[src/rtl/id_regfile_pkg.sv]
// Shared pipeline definitions: default widths, the hardwired-zero register index
// and the register-index type used by the decode and forwarding units.
package id_regfile_pkg;

  localparam int DATA_W_DEF = 32;
  localparam int ADDR_W_DEF = 5;
  localparam int REG_ZERO   = 0;

  typedef logic [ADDR_W_DEF-1:0] reg_idx_t;

endpackage

[src/rtl/id_regfile_hazard_detect.sv]
// Load-use hazard detection: purely combinational, shared by the register file
// and the forwarding unit.
module hazard_detect
  import id_regfile_pkg::*;
#(
  parameter int ADDR_W = ADDR_W_DEF
) (
  input  logic              id_ex_mem_read,
  input  logic [ADDR_W-1:0] id_ex_rt,
  input  logic [ADDR_W-1:0] rs_addr,
  input  logic [ADDR_W-1:0] rt_addr,
  input  logic              rs_used,
  input  logic              rt_used,
  output logic              stall
);

  logic load_live;
  logic rs_hit;
  logic rt_hit;

  // A load into $0 produces nothing a consumer can depend on.
  assign load_live = id_ex_mem_read && (id_ex_rt != ADDR_W'(REG_ZERO));
  assign rs_hit    = rs_used && (id_ex_rt == rs_addr);
  assign rt_hit    = rt_used && (id_ex_rt == rt_addr);
  assign stall     = load_live && (rs_hit || rt_hit);

endmodule

[src/rtl/id_regfile.sv]
// Decode-stage register file with two combinational read ports and load-use stall.
// Optional same-cycle write-through is enabled by defining REGFILE_BYPASS_EN.
module id_regfile
  import id_regfile_pkg::*;
#(
  parameter int DATA_W = DATA_W_DEF,
  parameter int ADDR_W = ADDR_W_DEF
) (
  input  logic              clk,
  input  logic              rst_n,
  input  logic              wb_reg_write,
  input  logic [ADDR_W-1:0] wb_write_reg,
  input  logic [DATA_W-1:0] wb_write_data,
  input  logic [ADDR_W-1:0] rs_addr,
  input  logic [ADDR_W-1:0] rt_addr,
  input  logic              rs_used,
  input  logic              rt_used,
  input  logic              id_ex_mem_read,
  input  logic [ADDR_W-1:0] id_ex_rt,
  output logic [DATA_W-1:0] rs_data,
  output logic [DATA_W-1:0] rt_data,
  output logic              stall
);

  localparam int unsigned NREGS = 1 << ADDR_W;

  logic [DATA_W-1:0] regs [NREGS];
  logic              wr_en;
  logic              hazard;

  assign wr_en = wb_reg_write && (wb_write_reg != ADDR_W'(REG_ZERO));

  always_ff @(posedge clk or negedge rst_n) begin
    if (!rst_n) begin
      for (int unsigned i = 0; i < NREGS; i++) begin
        regs[i] <= '0;
      end
    end else if (wr_en) begin
      regs[wb_write_reg] <= wb_write_data;
    end
  end

  always_comb begin
    rs_data = regs[rs_addr];
    rt_data = regs[rt_addr];
`ifdef REGFILE_BYPASS_EN
    if (wr_en && (wb_write_reg == rs_addr)) rs_data = wb_write_data;
    if (wr_en && (wb_write_reg == rt_addr)) rt_data = wb_write_data;
`endif
    // Reset also masks the bypass path so nothing leaks out while rst_n is low.
    if (!rst_n || (rs_addr == ADDR_W'(REG_ZERO))) rs_data = '0;
    if (!rst_n || (rt_addr == ADDR_W'(REG_ZERO))) rt_data = '0;
  end

  hazard_detect #(
    .ADDR_W(ADDR_W)
  ) u_hazard (
    .id_ex_mem_read(id_ex_mem_read),
    .id_ex_rt      (id_ex_rt),
    .rs_addr       (rs_addr),
    .rt_addr       (rt_addr),
    .rs_used       (rs_used),
    .rt_used       (rt_used),
    .stall         (hazard)
  );

  assign stall = hazard && rst_n;

endmodule

[config.mk]
export PLATFORM = sky130hd
export DESIGN_NAME = id_regfile
export DESIGN_NICKNAME = d
export VERILOG_FILES = /design/src/rtl/id_regfile_pkg.sv /design/src/rtl/id_regfile_hazard_detect.sv /design/src/rtl/id_regfile.sv
export SDC_FILE = /design/constraint.sdc
export NUM_CORES = 2
export LEC_CHECK = 0
export ABC_AREA = 1
export CELL_PAD_IN_SITES_DETAIL_PLACEMENT = 0
export CELL_PAD_IN_SITES_GLOBAL_PLACEMENT = 1
export CORE_AREA = 5 5 351 353
export CTS_BUF_LIST = sky130_fd_sc_hd__clkbuf_8
export DETAILED_ROUTE_END_ITERATION = 10
export DIE_AREA = 0 0 356 358
export PLACE_DENSITY = 0.81
export SYNTH_ARGS = -nofsm -noshare
export SYNTH_HDL_FRONTEND = slang
export SYNTH_SLANG_ARGS = --single-unit
[constraint.sdc]
create_clock -name clk -period 3 [get_ports clk]
set_input_delay 0.75 -clock clk [delete_from_list [all_inputs] [get_ports clk]]
set_output_delay 0.75 -clock clk [all_outputs]
set_load 0.02 [all_outputs]
Word level (Yosys, flattened, before mapping)
Index checks and enable logic that the tools add are counted.
{ "word_totals": {"regBits": 1024, "latchBits": 0, "mem_bits_rw": 0, "romBits": 0, "out_inout_bits": 65, "word_cells": 67, "memories": 0} }
{ "classes": {"add_sub_neg": 0, "mul": 0, "div_mod_pow": 0, "magnitude_cmp": 4, "n_eq_ne": 2, "shift": 0, "n_mux": 11, "n_bitwise": 3, "n_reduce_logical": 15} }
{ "op_table": {"columns": ["op", "n"], "rows": [
  ["bitwise mux 1024 bit", 1],
  ["binary-select mux 32 bit (select 5 bit)", 2],
  ["two-way mux 32 bit", 7],
  ["demux 32 bit (select 5 bit)", 1],
  ["greater-or-equal comparator 6 bit, second input constant", 3],
  ["inverter 5 -> 6 bit", 3],
  ["equality test 5 bit", 2],
  ["logical NOT 5 bit", 2],
  ["nonzero test 5 bit", 2],
  ["logical AND 1 bit", 7],
  ["less-than comparator 6 x 1 -> 1 bit, second input constant", 1],
  ["logical OR 1 bit", 3],
  ["logical NOT 1 bit", 1]
]} }

Longest topological paths before layout
{ "depth": {"ltp_word": 6, "depth_mapped": 12, "ltp_nobuf": 9} }

Cells and area by module
A second synthesis with hierarchy kept.
{ "hier_totals": {"hier_cells": 8245, "area_unflattened_um2": 56198.9} }
{ "modules_own_cells": {"columns": ["mod", "instances", "cells_per_inst", "area_per_inst_um2"], "rows": [
  ["id_regfile", 1, 8190, 55982.4],
  ["hazard_detect", 1, 55, 216.5]
]} }

Least setup slack after synthesis
OpenSTA, ideal clock, no wires.
{ "synth_timing": {"kind": "input -> output", "startpoint": "input port rs_addr[0]", "endpoint": "output port rs_data[1]", "arrival_time_ps": 2345, "path_slack_ps": -95, "path_stages": 11, "path_buffers": 4, "path_cell_list": "buf_2 inv_1 clkbuf_1 clkbuf_1 buf_2 nand2_1 nand2_1 nand2_1 nand3_1 nand3_1 a21oi_1"} }
{ "synth_via": {"elab_chain_len": 5, "word_cells_on_any_way": 7, "cone_classes": "mux (4); bitwise (1); reduce/logical (2)"} }
{ "synth_rtl": {"columns": ["element", "line_no", "rtl"], "rows": [
  ["start: declaration", "id_regfile.sv:14", "input logic [ADDR_W-1:0] rs_addr,"],
  ["inverter 5 -> 6 bit (implied by the code)", "id_regfile.sv:44", "rs_data = regs[rs_addr];"],
  ["binary-select mux 32 bit (select 5 bit)", "id_regfile.sv:44", null],
  ["two-way mux 32 bit (implied by the code) (2 in a row)", "id_regfile.sv:44", null],
  ["two-way mux 32 bit *", "id_regfile.sv:51", "if (!rst_n || (rs_addr == ADDR_W'(REG_ZERO))) rs_data = '0;"],
  ["end: declaration", "id_regfile.sv:20", "output logic [DATA_W-1:0] rs_data,"]
]} }
Mark *: on every way between the ends. The rest lies on a longest branch, timed or not. The select of a mux whose other input is x is not followed.

Worst setup path after layout
{ "layout_timing": {"startpoint": "input port rs_addr[0]", "endpoint": "output port rs_data[16]"} }
The elaborated chain is that of the path after synthesis.

==> summary.md <==
| Metric | Value |
|---|---|
| Status | `finished with violations` |
| Failing checks | `DRC, setup timing` |
| I/O Pins | `123` |
| Compound-Gate Fraction of Synth Area | `0.125` |
| Clock insertion delay at the later pin of the skew report | `0.93 ns` |
| Layout Nets | `8597` |
| Largest net degree at the start of global routing | `162` |
| Lkg Pwr | `35.4 nW` |
| Drt pass-1 iters | `11` |
| Die Area | `0.127 sq mm` |
| Primary FF master, synth | `dfrtp_1` |
| Routed wire per std cell | `25.5 um` |
| TNS Setup | `-3.03 ns` |
| Leading area contributor after synthesis | `dfrtp_1` |
| Initial Utilization | `0.466` |
| Ys Warns | `0` |
| DR WL met3 | `30000 um` |
| Setup crit end kind | `output port` |
| FP Rows | `127` |
| Die X-Extent | `356 um` |
| Max layer used | `met5` |
| Sequential Power Share | `0.440` |
| Final Worst Setup Slack | `-0.212 ns` |
| Clk pwr share | `0.321` |
| Syn Inst Count | `8184` |
| Vias in the first global route | `55400` |
| H-tree depth | `4` |
| Post-synthesis mux area share | `0` |
| Sw Share | `0.341` |
| Worst min-delay path class | `input port to asynchronous set/reset pin` |
| IO Port Bufs | `122` |
| Biggest register | `regs` |
| First DRT Iteration DRCs | `9370` |
| FFs w/ async S/R, synth | `1.00` |
| Clock root cell | `clkbuf_8` |
| WHS | `0.0934 ns` |
| Synth cell count leaders | `nand2_1 (3646), nand3_1 (1091), dfrtp_1 (1024), o21ai_0 (934), clkbuf_1 (670)` |
| Regs by FF count | `regs: 1024 flops` |
| Post-synth top area share | `0.460` |
| GR Overflow Total | `0` |
| Power density over cell area | `573 mW/mm^2` |
| CTS buffer count | `183` |
| Measured slew at the worst slew-check pin | `1.09 ns` |
| Syn_nets | `8242` |
| Clock buffer depth | `3` |
| Max_slew headroom | `0.272` |
| DRC viols | `1` |
| Post-synthesis adder-cell area fraction | `0` |
| Worst-path clk slew | `0.06 ns` |
| CP Class | `input port to output port` |
| Dpl cells | `9727` |
| Multi-input logic area | `0.0294 sq mm` |
| Synth Area in Simple Gates | `0.359` |
| First-pass GRT wire length | `368000 um` |
| Via count | `61600` |
| FF/Latch Area | `0.0256 sq mm` |
| Clock Sinks | `1024` |
| Gpl congestion | `0.894` |
| Critical Path Start Type | `input port` |
| XOR/XNOR share of the synthesized area | `0.000314` |
| Chip height | `358 um` |
| Synth top area cells | `dfrtp_1 (46%), nand2_1 (25%), nand3_1 (9.8%)` |
| Core area | `0.119 sq mm` |
| Non-filler cells, final | `10300` |
| Setup-failing EPs final | `41` |
| Synthesized area per cell | `6.81 sq um` |
| Routed wire length | `262000 um` |
| CP max FO | `8` |
| Number of synthesized register bits | `1024` |
| Share of cells above drive strength 1 | `0.180` |
| Fin. max-slew vios | `0` |
| Via/cell ratio | `5.98` |
| Metal2 WL | `116000 um` |
| Critical Path RT | `2.25 ns` |
| Area grow syn2layout | `32.7%` |
| Peak supply drop | `0.560 mV` |
| Fillers | `10700` |
| Most common cell in the netlist | `nand2_1` |
| WL met1 | `98800 um` |
| Final period utilization | `1.07` |
| Initial antenna violation count | `3` |
| Sequential area share after synthesis | `0.460` |
| RSZ-0062 raised after global routing | `true` |
| Antenna-violating nets left | `0` |
| Area of the mapped netlist | `0.0557 sq mm` |
| Fmax | `311 MHz` |
| Number of synthesized flops with an enable pin | `0` |
| Max reg flops | `1024` |
| DP Wirelength | `147000 um` |
| Final Util | `0.618` |
| Final hold violation count | `0` |
| Logic pwr share | `0.239` |
| Min Tclk post-route | `3.21 ns` |
| Clock Skews | `0 ns` |
| Largest family of logic cells by synthesized area | `simple AND/OR/NAND/NOR gates` |
| Total GRT Usage | `0.385` |
| Netlist cell types | `21` |
| Cell Int Power | `0.0279 W` |
| Maxcap violations | `0` |
| CTS tree | `built` |
| Critical Path AT | `2.46 ns` |
| Net Switching | `0.0144 W` |
[metrics by stage]
stage | setup WS [ns] | total power [W] | area [sq um]
3_5_place_dp | -0.592 | 0.0272 | 63100
5_1_grt | -0.254 | 0.0443 | 73900
2_1_floorplan | 0.0284 | 0.0236 | 56000
4_1_cts | -0.154 | 0.0413 | 70200
3_3_place_gp | -0.600 | 0.0270 | 63100
6_report | -0.212 | 0.0423 | 73900
[cell type report]
cell class                 instances  area share
tap                             1612      0.0273
timing repair buffer             897       0.172
clock inverter                    88     0.00557
timing repair inverter             2    0.000813
multi-input combinational       6345       0.397
inverter                          86     0.00549
clock buffer                     241      0.0449
antenna                            3    0.000102
sequential                      1024       0.347
[cell families (layout without fill, tap and decap cells)]
logic type                Yosys count  in the layout
other                               0              3
buffers and inverters             815           1314
and+or+nand+nor                  4952           4952
AOI/OAI and AO/OA                1391           1391
xor gates and xnor gates            2              2
DFF                              1024           1024
[layout by cell type, fill, tap and decap left out, types with 3 or more instances in the layout]
master | Yosys | layout
bufbuf_16 | 0 | 11
o21ai_0 | 934 | 906
o21ai_2 | 0 | 3
dfrtp_1 | 1024 | 1024
buf_8 | 0 | 24
nand2_4 | 0 | 39
clkbuf_16 | 0 | 55
nand3_4 | 0 | 9
clkbuf_8 | 0 | 241
nor3_1 | 7 | 7
a21oi_2 | 0 | 59
clkinv_16 | 0 | 4
nor2_2 | 0 | 12
buf_16 | 0 | 51
inv_1 | 79 | 137
inv_6 | 0 | 3
diode_2 | 0 | 3
clkinv_2 | 0 | 13
nand3_1 | 1091 | 880
nand3_2 | 0 | 202
a21oi_1 | 453 | 351
inv_8 | 0 | 3
inv_2 | 1 | 5
o21ai_1 | 0 | 25
clkdlybuf4s50_1 | 0 | 45
nand2_1 | 3646 | 3547
buf_4 | 0 | 359
nor2_4 | 0 | 3
buf_12 | 0 | 239
buf_6 | 0 | 108
nand2_2 | 0 | 60
nor2_1 | 200 | 185
clkinvlp_4 | 0 | 7
a21oi_4 | 0 | 43
[repair_timing]
item / 4_1_cts / 5_1_grt
hold buffers: 1 / 0
hold endpoints to repair: 32 / 0
cloned: 37 / 58
pin swaps: 81 / 213
setup buffers: 84 / 84
gates resized for setup: 532 / 458
endpoints found under the setup margin: 65 / 65
[metal layers]
metal  GRT usage  vias to the layer above
met5           0                        -
met4       0.217                        2
met3      0.0793                      927
met2       0.596                     4020
met1       0.505                    29300
li1            -                    27300
[path summary, 6_finish.rpt]
| path | slack [ns] | end | cells after the start | from |
|---|---|---|---|---|
| setup / recovery | -0.21 | rs_data[16] | 14 | rs_addr[0] |
| hold / removal | 0.09 | regs[739] | 3 | rst_n |
| setup reg to reg | 2.18 | regs[797] | 3 | regs[797] |
| hold reg to reg | 0.38 | regs[1015] | 0 | regs[1015] |
| max in group asynchronous | 0.86 | regs[48] | 4 | rst_n |
| min in group clk | 0.38 | regs[1015] | 0 | regs[1015] |
[critical path, cell delays in order]
cell       delay [ns]
buf_16           0.14
clkinv_16        0.08
buf_12           0.12
buf_16           0.15
buf_12           0.14
buf_8            0.13
nand2_1          0.07
nand3_2          0.07
nand3_2          0.09
nand2_1          0.10
nand3_2          0.10
a21oi_4          0.22
buf_12           0.16
buf_12           0.11
[power groups by stage]
stage	clock network [W]	registers, W	logic, W
after global routing	0.0143	0.0189	0.0111
after global placement	0	0.0186	0.00834
after floorplan	0	0.0181	0.00552
after CTS	0.0137	0.0185	0.00922
final	0.0136	0.0186	0.0101
after detailed placement	0	0.0187	0.00854
No activity file was read; power rests on OpenSTA's default activity.
